### src/rtl/regalu_sequencer.sv
// Instruction sequencer for RegFile_Alu: buffers instruction words in a FIFO and issues each
// as a one-cycle register-file write, capturing the ALU flags after every completed write.
module regalu_sequencer #(
   parameter int DEPTH = 4,
   parameter int CNT_W = 8
) (
   input  logic             Clk,
   input  logic             Rst,
   input  logic [31:0]      InstrIn,
   input  logic             InstrValid,
   output logic             InstrReady,
   input  logic             Resume,
   input  logic             Flush,
   input  logic [4:0]       Flags,
   output logic [3:0]       RdestRegLoc,
   output logic [3:0]       RsrcRegLoc,
   output logic [15:0]      Imm,
   output logic             Imm_s,
   output logic [3:0]       OpCode,
   output logic             En,
   output logic [4:0]       FlagsOut,
   output logic             Done,
   output logic             Busy,
   output logic             Halted,
   output logic [CNT_W-1:0] IssueCount
);
   localparam int AW = (DEPTH > 1) ? $clog2(DEPTH) : 1;

   typedef logic [AW-1:0] ptr_t;
   typedef logic [AW:0]   fill_t;
   typedef enum logic [1:0] {ST_IDLE, ST_ISSUE, ST_WAIT, ST_HALT} state_t;

   typedef struct packed {
      logic [3:0]  opcode;
      logic [3:0]  rdest;
      logic [3:0]  rsrc;
      logic        imm_s;
      logic        halt;
      logic [15:0] imm;
   } instr_t;

   typedef struct packed {
      logic [3:0]  opcode;
      logic [3:0]  rdest;
      logic [3:0]  rsrc;
      logic        imm_s;
      logic [15:0] imm;
   } fields_t;

   instr_t           mem [DEPTH];
   instr_t           in_word, head;
   ptr_t             wr_ptr, rd_ptr;
   fill_t            fill;
   state_t           state, state_nxt;
   fields_t          fields, fields_nxt;
   logic             en_nxt, done_nxt, pop, push, full, empty;
   logic [4:0]       flags_nxt;
   logic [CNT_W-1:0] count_nxt;
   logic             reserved_unused;

   // Reserved bits [17:16] are dropped before storage.
   assign in_word         = {InstrIn[31:18], InstrIn[15:0]};
   assign reserved_unused = ^InstrIn[17:16];

   assign full       = (fill == fill_t'(DEPTH));
   assign empty      = (fill == '0);
   assign InstrReady = !full && !Flush;
   assign push       = InstrValid && InstrReady;
   assign head       = mem[rd_ptr];

   // NOTE: the storage array has no reset; the pointers and fill level alone qualify its contents.
   always_ff @(posedge Clk) begin
      if (push) mem[wr_ptr] <= in_word;
   end

   // NOTE: all state uses non-blocking assignment so every flop samples pre-edge values.
   always_ff @(posedge Clk or negedge Rst) begin
      if (!Rst) begin
         wr_ptr <= '0;
         rd_ptr <= '0;
         fill   <= '0;
      end else if (Flush) begin
         wr_ptr <= '0;
         rd_ptr <= '0;
         fill   <= '0;
      end else begin
         if (push) wr_ptr <= wr_ptr + ptr_t'(1);
         if (pop)  rd_ptr <= rd_ptr + ptr_t'(1);
         case ({push, pop})
            2'b10:   fill <= fill + fill_t'(1);
            2'b01:   fill <= fill - fill_t'(1);
            default: fill <= fill;
         endcase
      end
   end

   // NOTE: every signal gets a default first so no path leaves one unassigned (no latches).
   always_comb begin
      state_nxt  = state;
      fields_nxt = fields;
      en_nxt     = 1'b0;
      done_nxt   = 1'b0;
      flags_nxt  = FlagsOut;
      count_nxt  = IssueCount;
      pop        = 1'b0;
      if (Flush) begin
         // A write already on the bus still completes, so it is still counted.
         state_nxt = ST_IDLE;
         if (state == ST_ISSUE) count_nxt = IssueCount + CNT_W'(1);
      end else begin
         case (state)
            ST_ISSUE: begin
               count_nxt = IssueCount + CNT_W'(1);
               state_nxt = ST_WAIT;
            end
            ST_HALT: begin
               if (Resume) state_nxt = ST_IDLE;
            end
            default: begin
               if (state == ST_WAIT) begin
                  flags_nxt = Flags;
                  done_nxt  = 1'b1;
                  state_nxt = ST_IDLE;
               end
               if (!empty) begin
                  pop = 1'b1;
                  if (head.halt) begin
                     state_nxt = ST_HALT;
                  end else begin
                     fields_nxt = '{head.opcode, head.rdest, head.rsrc, head.imm_s, head.imm};
                     en_nxt     = 1'b1;
                     state_nxt  = ST_ISSUE;
                  end
               end
            end
         endcase
      end
   end

   always_ff @(posedge Clk or negedge Rst) begin
      if (!Rst) begin
         state      <= ST_IDLE;
         fields     <= '0;
         En         <= 1'b0;
         Done       <= 1'b0;
         FlagsOut   <= '0;
         IssueCount <= '0;
      end else begin
         state      <= state_nxt;
         fields     <= fields_nxt;
         En         <= en_nxt;
         Done       <= done_nxt;
         FlagsOut   <= flags_nxt;
         IssueCount <= count_nxt;
      end
   end

   assign {OpCode, RdestRegLoc, RsrcRegLoc, Imm_s, Imm} = fields;
   assign Busy   = (state != ST_IDLE) || !empty;
   assign Halted = (state == ST_HALT);

endmodule

### config.mk
export PLATFORM = sky130hd
export DESIGN_NAME = regalu_sequencer
export DESIGN_NICKNAME = d
export VERILOG_FILES = /design/src/rtl/regalu_sequencer.sv
export SDC_FILE = /design/constraint.sdc
export NUM_CORES = 1
export LEC_CHECK = 0
export BUFFER_PORTS_ARGS = -buffer_cell sky130_fd_sc_hd__buf_4
export CORE_ASPECT_RATIO = 0.5
export CORE_MARGIN = 1.5
export CORE_UTILIZATION = 30
export CTS_CLUSTER_DIAMETER = 200
export DETAILED_ROUTE_END_ITERATION = 7
export GPL_TIMING_DRIVEN = 0
export RECOVER_POWER = 50
export SLEW_MARGIN = 25
export SYNTH_ARGS = -nofsm -noshare
export SYNTH_HDL_FRONTEND = slang
export SYNTH_SLANG_ARGS = --single-unit
### constraint.sdc
create_clock -name Clk -period 2.5 [get_ports Clk]
set_input_delay 0.375 -clock Clk [delete_from_list [all_inputs] [get_ports Clk]]
set_output_delay 0.375 -clock Clk [all_outputs]
set_load 0.1 [all_outputs]
## Word level (Yosys, flattened, before mapping)

Memory sizes are Yosys's and may differ from the RTL's.
Cells that the tools add are included.

| storage, ports and cells | value |
|---|---|
| flip-flop bits (word level) | 53 |
| memory bits (writable) | 120 |
| output and inout port bits | 47 |
| word-level logic and storage cells | 70 |
| memories kept | 1 |

| cells by class | value |
|---|---|
| $add $sub $neg | 5 |
| eq/ne operators | 8 |
| mux-type cells | 24 |
| bitwise operators | 4 |
| reductions and logical operators | 15 |

Memory list:

| name | words | bits a word | rd ports | clocked after Yosys merged registers in | wr ports | line | RTL |
|---|---|---|---|---|---|---|---|
| mem | 4 | 30 | 1 | 0 | 1 | 50 | `instr_t mem [DEPTH];` |

Operators with widths:

| kind | count |
|---|---|
| 2-to-1 mux 2 bit | 9 |
| 2-to-1 mux 1 bit | 12 |
| adder 8 x 1 -> 8 bit (second input constant) | 1 |
| == test 2 bit (second input constant) | 3 |
| case mux 3 bit (2 select lines) | 1 |
| nonzero test 2 bit | 3 |
| inequality test 5 x 3 -> 1 bit (second input constant) | 1 |
| adder 2 x 1 -> 2 bit (second input constant) | 2 |
| == test 2 x 1 -> 1 bit (second input constant) | 2 |
| inverter 1 bit | 4 |
| case mux 2 bit (2 select lines) | 1 |
| AND reduction 4 bit | 1 |
| adder 3 x 1 -> 3 bit (second input constant) | 1 |
| == test 3 bit (second input constant) | 1 |
| logical NOT 1 bit | 3 |
| logical NOT 3 bit | 1 |
| 2-to-1 mux 3 bit | 1 |
| inequality test 3 bit (second input constant) | 1 |
| AND reduction 3 bit | 1 |
| nonzero test 3 bit | 1 |
| subtractor 3 x 1 -> 3 bit (second input constant) | 1 |
| logical AND 1 bit | 2 |
| AND reduction 2 bit | 1 |
| OR reduction 2 bit | 1 |
| logical OR 1 bit | 1 |

## Longest topological paths before layout

Gate-level depths: netlist of run 1.

| depth | value |
|---|---|
| depth in word-level cells | 7 |
| depth in mapped cells | 8 |
| mapped depth without buffers | 7 |

## Worst setup path before layout of run 1

No wires, ideal clock.

| path | value |
|---|---|
| path kind | input -> output |
| start | input Flush |
| end | output InstrReady |
| data arrival time | 1.990 ns |
| data required time | 2.125 ns |
| setup slack | 0.135 ns |
| stages | 3 |
| path through | buf_2 clkbuf_1 nor2_1 |

| between the ends | value |
|---|---|
| cells in the longest elaborated chain, start to end | 2 |

RTL lines:

| element | line | RTL |
|---|---|---|
| start, declared | 13 | `input logic Flush,` |
| logical NOT 1 bit | 67 | `assign InstrReady = !full && !Flush;` |
| logical AND 1 bit | 67 |  |
| end, declared | 11 | `output logic InstrReady,` |

Every way passes these cells.

## Worst setup path in the final report of run 1

| path | value |
|---|---|
| start | register fill[2] |
| end | register fill[2] |

| between the ends | value |
|---|---|
| cells in the longest elaborated chain, start to end | 7 |
| elaborated cells between the ends (all ways) | 15 |
| those cells by class | add/sub: 2; eq/ne: 3; mux: 5; reduce/logical: 5 |

RTL lines:

| element | line | RTL |
|---|---|---|
| start, declared | 53 | `fill_t fill;` |
| start signal, assigned | 90 | `2'b10: fill <= fill + fill_t'(1);` |
| start signal, assigned | 91 | `2'b01: fill <= fill - fill_t'(1);` |
| start signal, assigned | 92 | `default: fill <= fill;` |
| logical NOT 3 bit / == test 3 bit (equally long branches) | 66, 65 |  |
| 2-to-1 mux 1 bit / logical NOT 1 bit (equally long branches) | 125, 67 |  |
| 2-to-1 mux 1 bit / logical AND 1 bit (equally long branches) | 111, 67 |  |
| 2-to-1 mux 1 bit / logical AND 1 bit (equally long branches) | 106, 68 |  |
| == test 2 x 1 -> 1 bit / == test 2 bit (equally long branches) | 89 | `case ({push, pop})` |
| case mux 3 bit (2 select lines) | 89 |  |
| 2-to-1 mux 3 bit | 82 | `end else if (Flush) begin` |

Parallel ways exist; a longest one is shown, timed or not.
A chain may end at the register's enable or synchronous reset.

==> results of run 1 <==
## kinds of logic after synthesis
group / share of synthesized area (%)
flip-flops: 73.2
adder cells (fa/ha/maj): 1.23
AND/OR/NAND/NOR: 3.71
multiplexers: 17.8
AO/OA/AOI/OAI: 0.724
buffers and inverters: 1.93
XOR/XNOR: 1.43
## routing by layer
layer / up-vias / global-route usage (%) / part of all wire, %
met2: 42 / 19.1 / 50
met4: 0 / 4.63 / 1.6
met3: 18 / 2.96 / 3.3
met5: - / 0 / 0
met1: 1707 / 14.6 / 45
li1: 1475 / - / -
## path summary, 6_finish.rpt
kind,startpoint,to,slack [ns],cells after the start
hold / removal,Resume,state[1]$_DFFE_PN0P_,0.14,2
setup reg to reg,fill[2]$_DFFE_PN0P_,fill[2]$_DFFE_PN0P_,0.19,7
min in group asynchronous,Rst,IssueCount[7]$_DFFE_PN0P_,0.33,1
max in group asynchronous,Rst,Imm_s$_DFFE_PN0P_,1.26,1
hold reg to reg,IssueCount[7]$_DFFE_PN0P_,IssueCount[7]$_DFFE_PN0P_,0.48,1
setup / recovery,fill[2]$_DFFE_PN0P_,fill[2]$_DFFE_PN0P_,0.19,7
## sequential cells by signal, indices dropped and copies added (netlist names)
register	cells
En	1
FlagsOut	5
rd_ptr	2
Imm	16
Done	1
mem	120
RdestRegLoc	4
OpCode	4
Imm_s	1
IssueCount	8
wr_ptr	2
state	2
fill	3
RsrcRegLoc	4
## stage by stage
step	setup TNS, ns	setup WS, ns	std cells	utilization [%]
after floorplan	0	0.135	320	-
after global placement	-73.69	-0.633	705	35.4
after detailed placement	-0.0318	-0.0318	709	36.0
after CTS	0	0.0300	740	38.6
after global routing	0	0.0892	741	37.9
final	0	0.185	741	37.9
## worst reg2reg max path, delay by kind of cell, from the launching register on
kind | cells | cell delay (ns)
compound gates | 1 | 0.09
fa+ha+maj | 1 | 0.42
simple gates | 4 | 1.03
buf+inv | 1 | 0.24
flops | 1 | 0.43
## cell type report
cell class / count / area share [%]
flip-flops and latches: 173 / 59.5
multi-input cells: 129 / 20.3
clock inverters: 14 / 1.90
plain buffers: 14 / 1.39
clock buffers: 17 / 5.14
well taps: 300 / 4.53
repair buffers: 90 / 7.10
inverters: 4 / 0.181
## what timing repair did
action / 4_1_cts / 5_1_grt
pin swaps: 0 / 1
endpoints found under the setup margin: 1 / 1
cloned: 0 / 0
hold buffers: 0 / 0
buffers inserted: 0 / 1
gates resized for setup: 1 / 0
## placed cells by master, fill, tap and decap left out, types with 2 or more instances in the layout
cell | Yosys | final
and2_2 | 0 | 4
and4_1 | 2 | 2
buf_12 | 3 | 3
buf_16 | 0 | 4
buf_2 | 5 | 4
buf_4 | 0 | 41
bufinv_16 | 0 | 2
clkbuf_1 | 5 | 49
clkbuf_16 | 0 | 17
clkbuf_2 | 0 | 2
clkinv_4 | 0 | 3
dfrtp_1 | 53 | 53
edfxtp_1 | 120 | 120
ha_1 | 5 | 5
inv_1 | 4 | 4
inv_6 | 0 | 5
mux2_2 | 6 | 6
mux2_4 | 29 | 29
mux4_2 | 30 | 30
nand2_1 | 5 | 5
nand3_1 | 2 | 2
nor2_1 | 7 | 7
nor2b_1 | 2 | 2
nor3_1 | 2 | 2
nor3b_1 | 2 | 3
o31ai_1 | 2 | 2
or3_1 | 2 | 2
xnor2_1 | 7 | 7
xor2_1 | 4 | 4
==> flow_summary.yaml, run 1 <==
outcome:
  status: "complete, but fails checks"
  violations: "capacitance limit, slew limit"
grt:
  antenna_found_initial: 0
  grt_max_degree: 54
  grt_pass1_vias: 3432
  track_usage_pct: 11.5
  grt_overflow: 0
  grt_pass1_wl_um: 19900
final_layout:
  syn_to_final_growth_pct: 23.0
  design_area_um2: 8280
  fillers: 2030
  regArea_um2: 4930
  antenna_cells: 0
  nNetsFinal: 477
  multi_input_area_um2: 1680
  drive_gt1_share_pct: 35.8
sta:
  fin_skew_ns: 0.00747
  hold_violations: 0
  rsz0062_at_grt: "no"
  min_period_ns: 2.31
  max_freq_mhz: 432
  relSlewSlack_pct: -1.13
  hold-worst-slack_ns: 0.143
  worst_pin_slew_ns: 1.52
  setup_viol: 0
  report.final.slew_viol_count: 54
  fin_crit_sh_pct: 92.6
yosys:
  synth_most_common_cell: "edfxtp_1"
  syn_nets: 368
  ys_ff_latch: 173
  synth_top_flop_cell: "edfxtp_1"
  synth_top_area_share_pct: 53.5
  synthTopCellsByArea: "edfxtp_1, dfrtp_1, mux4_2, mux2_4, mux2_2"
  synth_top_area_cell: "edfxtp_1"
  async_flop_share_pct: 30.6
  synth_common_cells: "edfxtp_1, dfrtp_1, mux4_2"
  ys_types: 40
  yosys_warnings: 0
  synth_edf_count: 120
  avgSynthCellArea_um2: 21.1
  syn_area_um2: 6740
  ys_seq_area_share_pct: 73.2
  postSynthCellCount: 320
detailed_routing:
  via_count: 3242
  avgRoutedWirePerCell_um: 16.9
  vias_per_cell: 4.38
  drtPass1Iterations: 4
  drc: 0
  drtIter0Drc: 217
  ant_nets: 0
  totalWireLength_um: 12500
worst_setup_path:
  startpoint_type: "flip-flop"
  cp_top_family: "simple AND/OR/NAND/NOR gates"
  cp-end-kind: "flip-flop"
  worstPathArrival_ns: 2.63
  cp_slowest_stage_delay_ns: 0.55
  crit_path_max_fanout: 10
  worst_path_max_delay_cell: "or4b_1"
  crit_buf_inv: 1
  cp_cell_sequence: "nor3b_1 > nor3b_2 > clkbuf_2 > nor2_1 > fa_1 > or4b_1 > o311ai_1"
  cp.required_ns: 2.82
  worstSetupPathType: "reg2reg"
floorplanning:
  io_pins: 89
  design.die.area_um2: 23400
  fp.dieH_um: 109
  core_area_um2: 21900
  die_w_um: 215
  rows: 38
  start_util_pct: 30.8
clocking:
  htree_levels: 4
  insertion_delay_ns: 0.42
  numCtsBuffers: 17
  cts_tree: "built"
  path_clk_slew_ns: 0.06
  cts_buffer_depth: 2
  clock-root-buffer: "clkbuf_16"
  clock_sinks: 173
hold_path:
  hold_path_class: "in2reg"
placed_design:
  io_buffers: 85
  dpl_cell_area_um2: 7870
  dp_hpwl_um: 7940
  gp_congestion: 0.735
run:
  maxCapViolCount: 1
Power of run 1 is not shown: default switching activity piles up to over one toggle a cycle in this logic, so the estimate is an artifact.
==> run 2: changes to the inputs <==
CELL_PAD_IN_SITES_DETAIL_PLACEMENT = 0   (was not set)
CELL_PAD_IN_SITES_GLOBAL_PLACEMENT = 1   (was not set)
GPL_TIMING_DRIVEN = not set   (was 0)
PLACE_DENSITY_LB_ADDON = 0.1   (was not set)
==> flow_summary.yaml, run 2 (same netlist as run 1, synthesis figures left out) <==
outcome:
  status: "complete, but fails checks"
  violations: "capacitance limit, slew limit"
grt:
  gr-usage-met2_pct: 20.7
  grtUsageMet3_pct: 3.40
  grt_pass1_wl_um: 21200
  track_usage_pct: 12.5
  grt.busiest_layer: "met2"
  grt_pass1_vias: 3577
  grt_overflow: 0
  use_met1_pct: 15.9
  antenna_found_initial: 0
  grt_max_degree: 54
clocking:
  cts_tree: "built"
  cts_resized: 0
  postCtsHoldBufs: 0
  insertion_delay_ns: 0.43
  clock_sinks: 173
  clock-root-buffer: "clkbuf_16"
  postCtsSetupBuffers: 0
  htree_levels: 4
  numCtsBuffers: 17
  path_clk_slew_ns: 0.07
  cts_buffer_depth: 2
sta:
  fin_crit_sh_pct: 91.4
  hold-worst-slack_ns: 0.123
  setup_viol: 0
  report.final.slew_viol_count: 54
  min_period_ns: 2.29
  fin_tns_setup_ns: 0
  hold_violations: 0
  max_freq_mhz: 438
  worst_pin_slew_ns: 1.53
  rsz0062_at_grt: "no"
  fin_skew_ns: 0.0115
  relSlewSlack_pct: -1.99
floorplanning:
  core_area_um2: 21900
  rows: 38
  start_util_pct: 30.8
  fp.dieH_um: 109
  io_pins: 89
  die_w_um: 215
  design.die.area_um2: 23400
detailed_routing:
  drtPass1Iterations: 6
  via_count: 3228
  totalWireLength_um: 13600
  avgRoutedWirePerCell_um: 18.6
  drtIter0Drc: 161
  ant_nets: 0
  drc: 0
  vias_per_cell: 4.40
final_layout:
  nNetsFinal: 469
  syn_to_final_growth_pct: 22.1
  top_register: "mem"
  layout_common_cells: "edfxtp_1, dfrtp_1, buf_4"
  largest_reg_flops: 120
  drive_gt1_share_pct: 36.6
  antenna_cells: 0
  final_common_cell: "edfxtp_1"
  fin_util_pct: 37.6
worst_setup_path:
  cp_slowest_stage_delay_ns: 0.54
  ff2ff_path_depth: 6
  crit_buf_inv: 0
  path_depth: 6
  cp.required_ns: 2.82
  worstPathArrival_ns: 2.61
  cp_top_family: "simple AND/OR/NAND/NOR gates"
  worstSetupPathType: "reg2reg"
  crit_path_max_fanout: 6
  cp_cell_sequence: "nor3_1 > or3_4 > nor2_1 > fa_1 > or4b_1 > o311ai_1"
  startpoint_type: "flip-flop"
  cp-end-kind: "flip-flop"
  worst_path_max_delay_cell: "or4b_1"
hold_path:
  hold_path_class: "in2reg"
  hold_depth: 2
run:
  maxCapViolCount: 1
placed_design:
  io_buffers: 86
  dp_hpwl_um: 8220
  gp_congestion: 0.717
==> run 2: final cells by class <==
cell class	count	area [um2]
fill	2040	13600
timing repair buffer	96	628
sequential	173	4930
inverter	4	15.0
tap	300	375
clock buffer	17	425
clock inverter	15	173
multi-input combinational	129	1680
==> run 2: path summary, 6_finish.rpt <==
kind	startpoint	endpoint	slack, ns
min in group asynchronous	Rst	OpCode[3]$_DFFE_PN0P_	0.32
worst max register to register	fill[0]$_DFFE_PN0P_	fill[2]$_DFFE_PN0P_	0.21
worst max-delay path	fill[0]$_DFFE_PN0P_	fill[2]$_DFFE_PN0P_	0.21
worst min register to register	IssueCount[7]$_DFFE_PN0P_	IssueCount[7]$_DFFE_PN0P_	0.47
max in group asynchronous	Rst	rd_ptr[0]$_DFFE_PN0P_	1.17
worst min-delay path	Resume	state[1]$_DFFE_PN0P_	0.12
==> run 2: worst reg2reg max path, delay by kind of cell, from the launching register on <==
family | cells | cell delay, ns
adder cells (fa/ha/maj) | 1 | 0.43
AO/OA/AOI/OAI | 1 | 0.09
flip-flops | 1 | 0.45
AND/OR/NAND/NOR | 4 | 1.23
==> run 2: per-layer routing <==
layer  wire (um)  vias to the layer above
met3         440                       15
met4         165                        0
li1            -                     1461
met5           0                        -
met1        6400                     1703
met2        6640                       49
==> run 2: stage by stage <==
stage          setup WS, ns  std cells  area, um2
2_1_floorplan         0.135        320       6740
3_3_place_gp          0.277        702       7800
5_1_grt              0.0731        734       8230
3_5_place_dp          0.225        702       7800
4_1_cts               0.199        734       8400
6_report              0.214        734       8230
Power of run 2 is left out for the same reason.
==> run 3: changes to the inputs <==
clock period = 2.8 ns   (was 2.5 ns; I/O delays follow)
==> flow_summary.yaml, run 3 (same netlist as run 1, synthesis figures left out) <==
clocking:
  postCtsSetupBuffers: 0
  clock-root-buffer: "clkbuf_16"
  htree_levels: 4
  clock_sinks: 173
  postCtsHoldBufs: 0
  cts_resized: 0
  cts_buffer_depth: 2
  numCtsBuffers: 17
  insertion_delay_ns: 0.42
  cts_tree: "built"
  path_clk_slew_ns: 0.07
sta:
  rsz0062_at_grt: "no"
  max_freq_mhz: 429
  relSlewSlack_pct: -3.70
  fin_tns_setup_ns: 0
  fin_skew_ns: 0.00945
  fin_crit_sh_pct: 83.3
  setup_viol: 0
  report.final.slew_viol_count: 54
  min_period_ns: 2.33
  worst_pin_slew_ns: 1.56
  hold_violations: 0
final_layout:
  layout_common_cells: "edfxtp_1, buf_4, dfrtp_1"
  largest_reg_flops: 120
  final_common_cell: "edfxtp_1"
  instances_no_fill: 736
  antenna_cells: 0
  top_register: "mem"
  drive_gt1_share_pct: 37.2
  nNetsFinal: 471
  syn_to_final_growth_pct: 21.4
floorplanning:
  rows: 38
  io_pins: 89
  design.die.area_um2: 23400
  core_area_um2: 21900
  die_w_um: 215
  start_util_pct: 30.8
  fp.dieH_um: 109
detailed_routing:
  via_count: 3207
  drtPass1Iterations: 4
  drc: 0
  avgRoutedWirePerCell_um: 18.5
  drtIter0Drc: 154
  vias_per_cell: 4.36
  totalWireLength_um: 13600
  ant_nets: 0
grt:
  track_usage_pct: 12.3
  grt_pass1_wl_um: 20900
  grtUsageMet3_pct: 3.57
  grt_overflow: 0
  gr-usage-met2_pct: 20.3
  grt.busiest_layer: "met2"
  grt_pass1_vias: 3578
  antenna_found_initial: 0
  use_met1_pct: 15.7
  grt_max_degree: 54
outcome:
  status: "complete, but fails checks"
  violations: "capacitance limit, slew limit"
worst_setup_path:
  worstSetupPathType: "reg2reg"
  crit_path_max_fanout: 6
  r2r_setup_slack_ns: 0.47
  cp.required_ns: 3.12
  worstPathArrival_ns: 2.65
  cp-end-kind: "flip-flop"
  startpoint_type: "flip-flop"
run:
  maxCapViolCount: 1
placed_design:
  dp_hpwl_um: 8390
  gp_congestion: 0.730
  dp_cells: 704
  io_buffers: 86
hold_path:
  hold_path_class: "in2reg"
==> run 3: critical path, cell delays in order (launching register included) <==
cell      delay (ns)
dfrtp_1         0.45
nor3_1          0.30
or3_1           0.34
nor2_1          0.11
fa_1            0.42
or4b_1          0.53
o311ai_1        0.08
==> run 3: metal layers <==
layer  vias up  part of all wire, %
met5         -                    0
met2        54                   48
met1      1688                   48
met4         0                 0.89
li1       1456                    -
met3         9                  3.5
==> run 3: final timing paths <==
check                      cells past startpoint                         end                      start
hold / removal                                 2        state[1]$_DFFE_PN0P_                     Resume
hold reg to reg                                1   IssueCount[7]$_DFFE_PN0P_  IssueCount[7]$_DFFE_PN0P_
setup reg to reg                               6         fill[2]$_DFFE_PN0P_        fill[0]$_DFFE_PN0P_
min in group asynchronous                      1  RdestRegLoc[0]$_DFFE_PN0P_                        Rst
max in group asynchronous                      1       rd_ptr[0]$_DFFE_PN0P_                        Rst
setup / recovery                               6         fill[2]$_DFFE_PN0P_        fill[0]$_DFFE_PN0P_
==> run 3: per-stage QoR <==
stage                     setup slack, ns  area [um2]  hold WS (ns)  utilization (%)
after global placement              0.606        7770         0.468             35.5
after detailed placement            0.612        7770         0.472             35.5
after global routing                0.333        8180         0.183             37.4
after CTS                           0.488        8350         0.108             38.2
after floorplan                     0.345        6740         0.124                -
final                               0.467        8180         0.188             37.4
==> run 3: layout make-up <==
| class | instances | area (um2) |
|---|---|---|
| clock inverters | 14 | 146 |
| well taps | 300 | 375 |
| fillers | 2064 | 13700 |
| repair buffers | 98 | 601 |
| inverters | 4 | 15.0 |
| clock buffers | 18 | 439 |
| flip-flops and latches | 173 | 4930 |
| multi-input cells | 129 | 1670 |
Power of run 3 is left out for the same reason.
